$ cat config.mk
export PLATFORM = sky130hd
export DESIGN_NAME = uart_char_rx
export DESIGN_NICKNAME = d
export VERILOG_FILES = /design/src/rtl/uart_char_rx.sv
export SDC_FILE = /design/constraint.sdc
export NUM_CORES = 1
export LEC_CHECK = 0
export ABC_AREA = 1
export BUFFER_PORTS_ARGS = -buffer_cell sky130_fd_sc_hd__buf_2
export CORE_UTILIZATION = 55
export DETAILED_ROUTE_END_ITERATION = 8
export HOLD_SLACK_MARGIN = 0.08
export PLACE_DENSITY = 0.72
export REMOVE_ABC_BUFFERS = 1
export SLEW_MARGIN = 20
export SYNTH_ARGS = -nofsm -noshare
export SYNTH_HDL_FRONTEND = slang
export SYNTH_SLANG_ARGS = --single-unit
$ cat constraint.sdc
create_clock -name clk_in -period 2.73 [get_ports clk_in]
set_input_delay 0.546 -clock clk_in [delete_from_list [all_inputs] [get_ports clk_in]]
set_output_delay 0.546 -clock clk_in [all_outputs]
set_load 0.01 [all_outputs]
$ cat src/rtl/uart_char_rx.sv
`default_nettype none
// ============================================================================
// Module   : uart_char_rx
// Purpose  : 8N1 UART receiver with a first-word-fall-through character FIFO.
//            Feeds the UCI command parser through a valid/ready byte stream.
//            Carriage returns can be dropped so downstream sees LF-only lines.
// Revision : 1.0 - initial release
// ============================================================================
module uart_char_rx #(
    parameter int CLK_HZ     = 100_000_000,
    parameter int BAUD       = 115200,
    parameter int FIFO_DEPTH = 16,
    parameter int STRIP_CR   = 1
) (
    input  logic                          clk_in,
    input  logic                          rst_in,
    input  logic                          rx_in,
    output logic [7:0]                    char_out,
    output logic                          char_out_valid,
    input  logic                          char_out_ready,
    output logic                          frame_err,
    output logic                          overflow,
    output logic [$clog2(FIFO_DEPTH):0]   fifo_count
);

    localparam int c_bit_cycles  = CLK_HZ / BAUD;
    localparam int c_half_cycles = c_bit_cycles / 2;
    localparam int c_cnt_w       = $clog2(c_bit_cycles) + 1;
    localparam int c_ptr_w       = $clog2(FIFO_DEPTH);
    localparam int c_count_w     = $clog2(FIFO_DEPTH) + 1;

    localparam logic [c_cnt_w-1:0]   c_bit_last  = c_cnt_w'(c_bit_cycles - 1);
    localparam logic [c_cnt_w-1:0]   c_half_last = c_cnt_w'(c_half_cycles - 1);
    localparam logic [c_count_w-1:0] c_depth     = c_count_w'(FIFO_DEPTH);
    localparam logic [7:0]           c_cr        = 8'h0D;
    localparam logic                 c_strip     = (STRIP_CR != 0);

    typedef enum logic [1:0] {
        S_IDLE  = 2'd0,
        S_START = 2'd1,
        S_DATA  = 2'd2,
        S_STOP  = 2'd3
    } state_t;

    // Synchroniser
    logic                   r_rx_meta;
    logic                   r_rx_s;

    // Receive FSM
    state_t                 r_state;
    logic [c_cnt_w-1:0]     r_cnt;
    logic [2:0]             r_bit_idx;
    logic [7:0]             r_shift;
    logic                   r_frame_err;

    // FIFO
    logic [7:0]             r_mem [FIFO_DEPTH];
    logic [c_ptr_w-1:0]     r_wr_ptr;
    logic [c_ptr_w-1:0]     r_rd_ptr;
    logic [c_count_w-1:0]   r_count;
    logic                   r_overflow;

    logic                   w_cnt_half;
    logic                   w_cnt_bit;
    logic                   w_stop_done;
    logic                   w_push;
    logic                   w_pop;
    logic                   w_full;
    logic                   w_accept;

    assign w_cnt_half  = (r_cnt == c_half_last);
    assign w_cnt_bit   = (r_cnt == c_bit_last);

    // The stop bit is sampled on the last cycle of STOP; a good byte is
    // offered to the FIFO on that very cycle, so a CR is filtered here.
    assign w_stop_done = (r_state == S_STOP) && w_cnt_bit;
    assign w_push      = w_stop_done && r_rx_s && !(c_strip && (r_shift == c_cr));

    assign w_full      = (r_count == c_depth);
    assign w_pop       = (r_count != '0) && char_out_ready;
    // A full FIFO still takes a byte when the head leaves in the same cycle.
    assign w_accept    = w_push && (!w_full || w_pop);

    assign char_out       = r_mem[r_rd_ptr];
    assign char_out_valid = (r_count != '0);
    assign fifo_count     = r_count;
    assign frame_err      = r_frame_err;
    assign overflow       = r_overflow;

    // Two-flop synchroniser for the asynchronous serial line (idles high)
    always_ff @(posedge clk_in or negedge rst_in) begin
        if (!rst_in) begin
            r_rx_meta <= 1'b1;
            r_rx_s    <= 1'b1;
        end else begin
            r_rx_meta <= rx_in;
            r_rx_s    <= r_rx_meta;
        end
    end

    // Frame receiver: start validation, LSB-first data sampling, stop check
    always_ff @(posedge clk_in or negedge rst_in) begin
        if (!rst_in) begin
            r_state     <= S_IDLE;
            r_cnt       <= '0;
            r_bit_idx   <= '0;
            r_shift     <= '0;
            r_frame_err <= 1'b0;
        end else begin
            r_frame_err <= 1'b0;
            case (r_state)
                S_IDLE: begin
                    r_cnt <= '0;
                    if (!r_rx_s) begin
                        r_state <= S_START;
                    end
                end
                S_START: begin
                    if (w_cnt_half) begin
                        r_cnt     <= '0;
                        r_bit_idx <= '0;
                        // A line back high by mid start bit was only a glitch.
                        r_state   <= r_rx_s ? S_IDLE : S_DATA;
                    end else begin
                        r_cnt <= r_cnt + 1'b1;
                    end
                end
                S_DATA: begin
                    if (w_cnt_bit) begin
                        r_cnt     <= '0;
                        r_shift   <= {r_rx_s, r_shift[7:1]};
                        r_bit_idx <= r_bit_idx + 1'b1;
                        if (r_bit_idx == 3'd7) begin
                            r_state <= S_STOP;
                        end
                    end else begin
                        r_cnt <= r_cnt + 1'b1;
                    end
                end
                S_STOP: begin
                    if (w_cnt_bit) begin
                        r_cnt       <= '0;
                        r_frame_err <= !r_rx_s;
                        // Leave mid stop bit so a back-to-back start is caught.
                        r_state     <= S_IDLE;
                    end else begin
                        r_cnt <= r_cnt + 1'b1;
                    end
                end
                default: begin
                    r_state <= S_IDLE;
                    r_cnt   <= '0;
                end
            endcase
        end
    end

    // Character FIFO: write on accepted push, advance head on handshake
    always_ff @(posedge clk_in or negedge rst_in) begin
        if (!rst_in) begin
            for (int i = 0; i < FIFO_DEPTH; i++) begin
                r_mem[i] <= '0;
            end
            r_wr_ptr   <= '0;
            r_rd_ptr   <= '0;
            r_count    <= '0;
            r_overflow <= 1'b0;
        end else begin
            r_overflow <= w_push && w_full && !w_pop;
            if (w_accept) begin
                r_mem[r_wr_ptr] <= r_shift;
                r_wr_ptr        <= r_wr_ptr + 1'b1;
            end
            if (w_pop) begin
                r_rd_ptr <= r_rd_ptr + 1'b1;
            end
            case ({w_accept, w_pop})
                2'b10:   r_count <= r_count + 1'b1;
                2'b01:   r_count <= r_count - 1'b1;
                default: r_count <= r_count;
            endcase
        end
    end

endmodule
`default_nettype wire

[Yosys cells after proc, flatten, opt, wreduce, memory -nomap -nowiden]
Index checks and enable logic that the tools add are counted.
Word-level totals
  output and inout bits: 16
  logic and storage cells: 96
  bits of input ports: 4
  bits in registers: 169
Operators by class
  muxes and demuxes: 22
  bitwise logic cells: 2
  reduce and logical (&&, ||, !) cells: 21
  magnitude comparators: 3
  add/sub/neg operators: 6
  eq/ne operators: 15
Operator list (number)
  $bwmux W128: 1
  $pmux W11 S3: 1
  $bmux W8 S4: 1
  $demux W8 S4: 1
  $mux W8: 3
  $mux W11: 2
  $mux W2: 6
  $add A11 B1 Y11 const B: 1
  $eq A11 B10 Y1 const B: 1
  $eq A11 B9 Y1 const B: 1
  $ge A5 B5 Y1 const B: 2
  $ne A2 B2 Y1 const B: 5
  $not A4 Y5: 2
  $pmux W5 S2: 1
  $add A4 B1 Y4 const B: 2
  $eq A8 B4 Y1 const B: 1
  $logic_and A1 B1 Y1: 8
  $pmux W2 S4: 1
  $eq A2 B2 Y1 const B: 3
  $mux W3: 2
  $pmux W3 S2: 1
  $add A5 B1 Y5 const B: 1
  $eq A5 B5 Y1 const B: 1
  $lt A5 B1 Y1 const B: 1
  14 further kinds: 20

[Depth between registers and ports, before layout]
  depth in word-level cells: 7
  gate-level depth with buffers: 18
  depth with buffers taken out: 17

[Least setup slack after synthesis]
Ideal clock, no wire load.
  path type: register to register
  start point: reg r_count[0] (netlist: fifo_count[0])
  end point: reg r_count[4] (netlist: fifo_count[4])
  path slack: 0.165 ns
  period minus slack after synthesis: 2.565 ns
  data required time: 2.665 ns
  data arrival time: 2.500 ns
  setup time: 0.065 ns
  buffers on the path: 2
  cell stages (with the launch flop): 17
  cell sequence: dfrtp_1 > nor2_1 > nand3_1 > inv_1 > nand3b_2 > buf_6 > nand3_1 > ha_1 > clkbuf_1 > xor2_1 > ha_1 > a21o_1 > nand2_1 > o21ai_0 > xor2_1 > nand2_1 > nand2_1
On the way
  longest elaborated chain between the ends: 6
  elaborated cells between the ends (all ways): 12
  those cells by class: add/sub (2); eq/ne (3); mux (1); reduce/logical (6)
Ends and longest elaborated chain
  start, declared: RTL line 60  | logic [c_count_w-1:0] r_count;
  start signal, assigned: RTL line 178  | 2'b10: r_count <= r_count + 1'b1;
  start signal, assigned: RTL line 179  | 2'b01: r_count <= r_count - 1'b1;
  start signal, assigned: RTL line 180  | default: r_count <= r_count;
  $eq A5 B5 Y1 / $reduce_bool A5 Y1 (equally long branches): RTL line 79, 80
  $logic_not A1 Y1 / $logic_and A1 B1 Y1 (equally long branches): RTL line 82, 80
  $logic_or A1 B1 Y1: RTL line 82  | assign w_accept = w_push && (!w_full || w_pop);
  $logic_and A1 B1 Y1: RTL line 82
  $eq A2 B1 Y1 / $eq A2 B2 Y1 (equally long branches): RTL line 177  | case ({w_accept, w_pop})
  $pmux W5 S2 / $reduce_bool A2 Y1 (equally long branches)
Several ways; a longest one is shown, not always the timed one.
A chain may end at the register's enable or synchronous reset.

[Final worst setup path]
  start point: reg r_rd_ptr[0]
  end point: out char_out[0]
On the way
  longest elaborated chain between the ends: 4
Ends and longest elaborated chain
  start, declared: RTL line 59  | logic [c_ptr_w-1:0] r_rd_ptr;
  start signal, assigned: RTL line 175  | r_rd_ptr <= r_rd_ptr + 1'b1;
  $not A4 Y5 (not written as such): RTL line 84  | assign char_out = r_mem[r_rd_ptr];
  $bmux W8 S4: RTL line 84
  $mux W8 (not written as such) (2 in series): RTL line 84
  end, declared: RTL line 18  | output logic [7:0] char_out,
No other way between the ends. The select of a mux whose other input is x is not followed.

==> summary.txt <==
Status
  – Status: complete, no violations

STA
  – Final hold viol count: 0
  – Worst-Margin Slew: 874 ps
  – Setup TNS: 0 ps
  – Fmax: about 0.37 GHz
  – Setup violations, final: 0
  – Crit path time final: roughly 2700 ps
  – Setup Skew: around 15 ps
  – Slew Limit Headroom: 0.415
  – Final worst path period share: 0.978
  – Worst hold margin: 59.9 ps
  – Slew Limit Fails: 0

Clock network
  – Worst-path clk slew: 70 ps
  – H-tree Lvls: 4
  – Clock latency on the worst-skew pair: approximately 450 ps
  – Clock Root Buffer: clkbuf_16
  – Sink Count: 169
  – Longest Clk Path Bufs: 2
  – CTS Hold Bufs: 0
  – CTS tree: yes
  – Num CTS Buffers: 17

Yosys
  – Simple-Gate Fraction of Synth Area: 0.349
  – Mux share of post-synthesis cell area: 0
  – Synth Cell Area: roughly 9000 um2
  – Netlist cell types: 34
  – Synth top area share: 0.463
  – Area share of xor/xnor cells in the synthesized design: 0.00971
  – Syn Inst Count: 1,116
  – Main synth FF type: dfrtp_1
  – Synth Warn #: 0
  – Post-synthesis sequential area ratio: 0.469
  – Post-synth EDFFs: 0
  – Adder-cell share of the synthesized area: 0.0166
  – Biggest area consumer among synthesized cells: dfrtp_1
  – Top cells by count, synth: 331 x nand2_1, 167 x dfrtp_1, 150 x nor2_1
  – Top-count cell post-synth: nand2_1
  – #FFs+latches synth: roughly 170
  – Asr flop ratio synth: 1.00
  – Synth area leaders: dfrtp_1 46%, nand2_1 14%, nand4_1 9.5%
  – Mean area per synthesized cell: approximately 8.1 um2
  – Largest family of logic cells by synthesized area: simple AND/OR/NAND/NOR gates
  – Synth Area in Compound Gates: 0.0833

Die
  – Die H: 130 um
  – Die ar.: 16,900 um2
  – Initial Utilization: 0.566
  – Area of the core: roughly 16,000 um2
  – # IOs: 20
  – Chip Width: ~130 um
  – Row count: 46

Setup path
  – Cell breakdown of the critical path: buf_4 > buf_12 > o21ai_0 > o21ai_1 > o211ai_1 > nand2_1 > buf_2
  – CP endpoint kind: output pin
  – Slowest cell on crit path: dfrtp_2
  – WP data required: 2180 ps
  – Crit Path Category: flip-flop to output pin
  – Crit path DAT: 2120 ps
  – Max incr delay on CP: about 430 ps
  – Max FO, Critical Path: 33
  – Crit path launch type: flip-flop

Detailed routing
  – DR iter-0 viols: 844
  – WL/cell: 17.8 um
  – DRC: 0
  – Final ANT Viol Nets: 0
  – Routed via count: roughly 8,000
  – Vias per cell: 5.93
  – Final WL: 24,100 um
  – DR pass1 iterations: 5

GRT
  – Initial antenna violation count: 0
  – Total track usage: 0.305
  – Congestion Overflow GR: 0
  – Global-route wire length before repair: between 30,000 and 40,000 um
  – Vias in the first global route: 7,610
  – Largest net degree at the start of global routing: 150

Placement
  – DPL Wire Length: roughly 14,000 um
  – RePlAce Congestion: slightly below 0.9
  – IO Port Bufs: 19

Hold path
  – Hold Crit Class: primary input to asynchronous set/reset pin

Finish
  – Nets: 1,138
  – Diode count: 0
  – Area Overhead vs Synth: 11.4%
  – Layout cells sized above 1: 0.114

Power and ir drop
  – P_leak: between 0.005 and 0.006 uW
  – Internal Pwr Total: 5120 uW
  – Power Density: 799 nW/um2
  – P_sw: 2910 uW
  – Sequential power share: 0.337
  – Comb pwr share: 0.321
  – Clock power share: 0.342
  – Switching Share: 0.362
  – VDD IR-drop max: 0.698 mV

Flow run
  – Max-cap violation count: 0
## layer usage
| layer | GRT usage | vias up | wire, um | share of wire |
|---|---|---|---|---|
| met1 | 0.423 | 3874 | 10400 | 0.43 |
| met5 | 0 | - | 0 | 0 |
| met3 | 0.0537 | 39 | 1680 | 0.070 |
| met4 | 0.111 | 0 | 474 | 0.020 |
| li1 | - | 3800 | - | - |
| met2 | 0.481 | 296 | 11500 | 0.48 |
## critical path: cells and delay by family, from the launching register on
kind                   cells  cell delay [ps]
AO/OA/AOI/OAI              3              710
buffers and inverters      3              450
flip-flops                 1              430
AND/OR/NAND/NOR            1               80
## layout by cell type, fill, tap and decap left out, types with 10 or more instances in the layout
cell       Yosys  final
dfrtp_1      167    165
buf_4          2     36
inv_1         42     41
buf_2         21     18
nor2_1       150    149
nand3_1       29     29
nand4_1      137    137
o21ai_0       82     80
nand3_4       16     16
nand2_1      331    330
o211ai_1      35     35
ha_1          12     10
clkbuf_16      0     17
## state kept, by name, summed over array words and instances, names as in the netlist, named ones only
name / count
r_mem: 128
r_cnt: 11
r_shift: 8
fifo_count: 5
r_rd_ptr: 4
r_wr_ptr: 4
r_bit_idx: 3
frame_err: 1
overflow: 1
r_rx_meta: 1
r_rx_s: 1
r_state: 1
## cells by family after synthesis
family | after synthesis
simple gates | 672
buf+inv | 121
fa+ha+maj | 12
flops | 169
xor+xnor | 10
compound gates | 132
## final cells by class
| type | count | area [um2] |
|---|---|---|
| Clock buffer | 17 | 425 |
| Clock inverter | 15 | 235 |
| Fill cell | 1435 | 5890 |
| Inverter | 44 | 165 |
| Multi-Input combinational cell | 826 | 4180 |
| Sequential cell | 169 | 4240 |
| Tap cell | 216 | 270 |
| Timing Repair Buffer | 64 | 543 |
## final timing paths
kind	start	endpoint	slack [ps]	depth (start not counted)
setup / recovery	r_rd_ptr[0]$_DFFE_PN0P_	char_out[0]	60	7
hold / removal	rst_in	r_mem[89]$_DFFE_PN0P_	60	1
setup reg to reg	r_cnt[1]$_DFF_PN0_	fifo_count[4]$_DFFE_PN0P_	190	16
hold reg to reg	r_rx_meta$_DFF_PN1_	r_rx_s$_DFF_PN1_	360	0
max in group asynchronous	rst_in	r_mem[105]$_DFFE_PN0P_	1880	2
min in group clk_in	rx_in	r_rx_meta$_DFF_PN1_	200	1
## through the flow
stage	power, uW	worst slack [ps]	instance area [um2]	util	std cells
finish	8030	60.3	10100	0.631	1351
detailed placement	5210	137	9320	0.585	1314
global placement	5180	221	9320	0.585	1314
CTS	7980	31.3	10000	0.627	1348
global route	8450	-45.8	10100	0.631	1351
floorplan	4170	-1890	8540	-	1039
## power by group through the flow
| stage | combinational, uW | sequential [uW] | clock (uW) |
|---|---|---|---|
| finish | 2580 | 2710 | 2740 |
| global route | 2860 | 2720 | 2870 |
| CTS | 2520 | 2700 | 2770 |
| detailed placement | 2440 | 2770 | 0 |
| global placement | 2410 | 2770 | 0 |
| floorplan | 1300 | 2880 | 0 |
## timing repair
action	4_1_cts	5_1_grt
gates cloned	0	0
pin swaps	0	2
buffers inserted	2	3
resized for setup	0	11
setup endpoints to repair	6	7
Power figures use the tool's default switching activity.
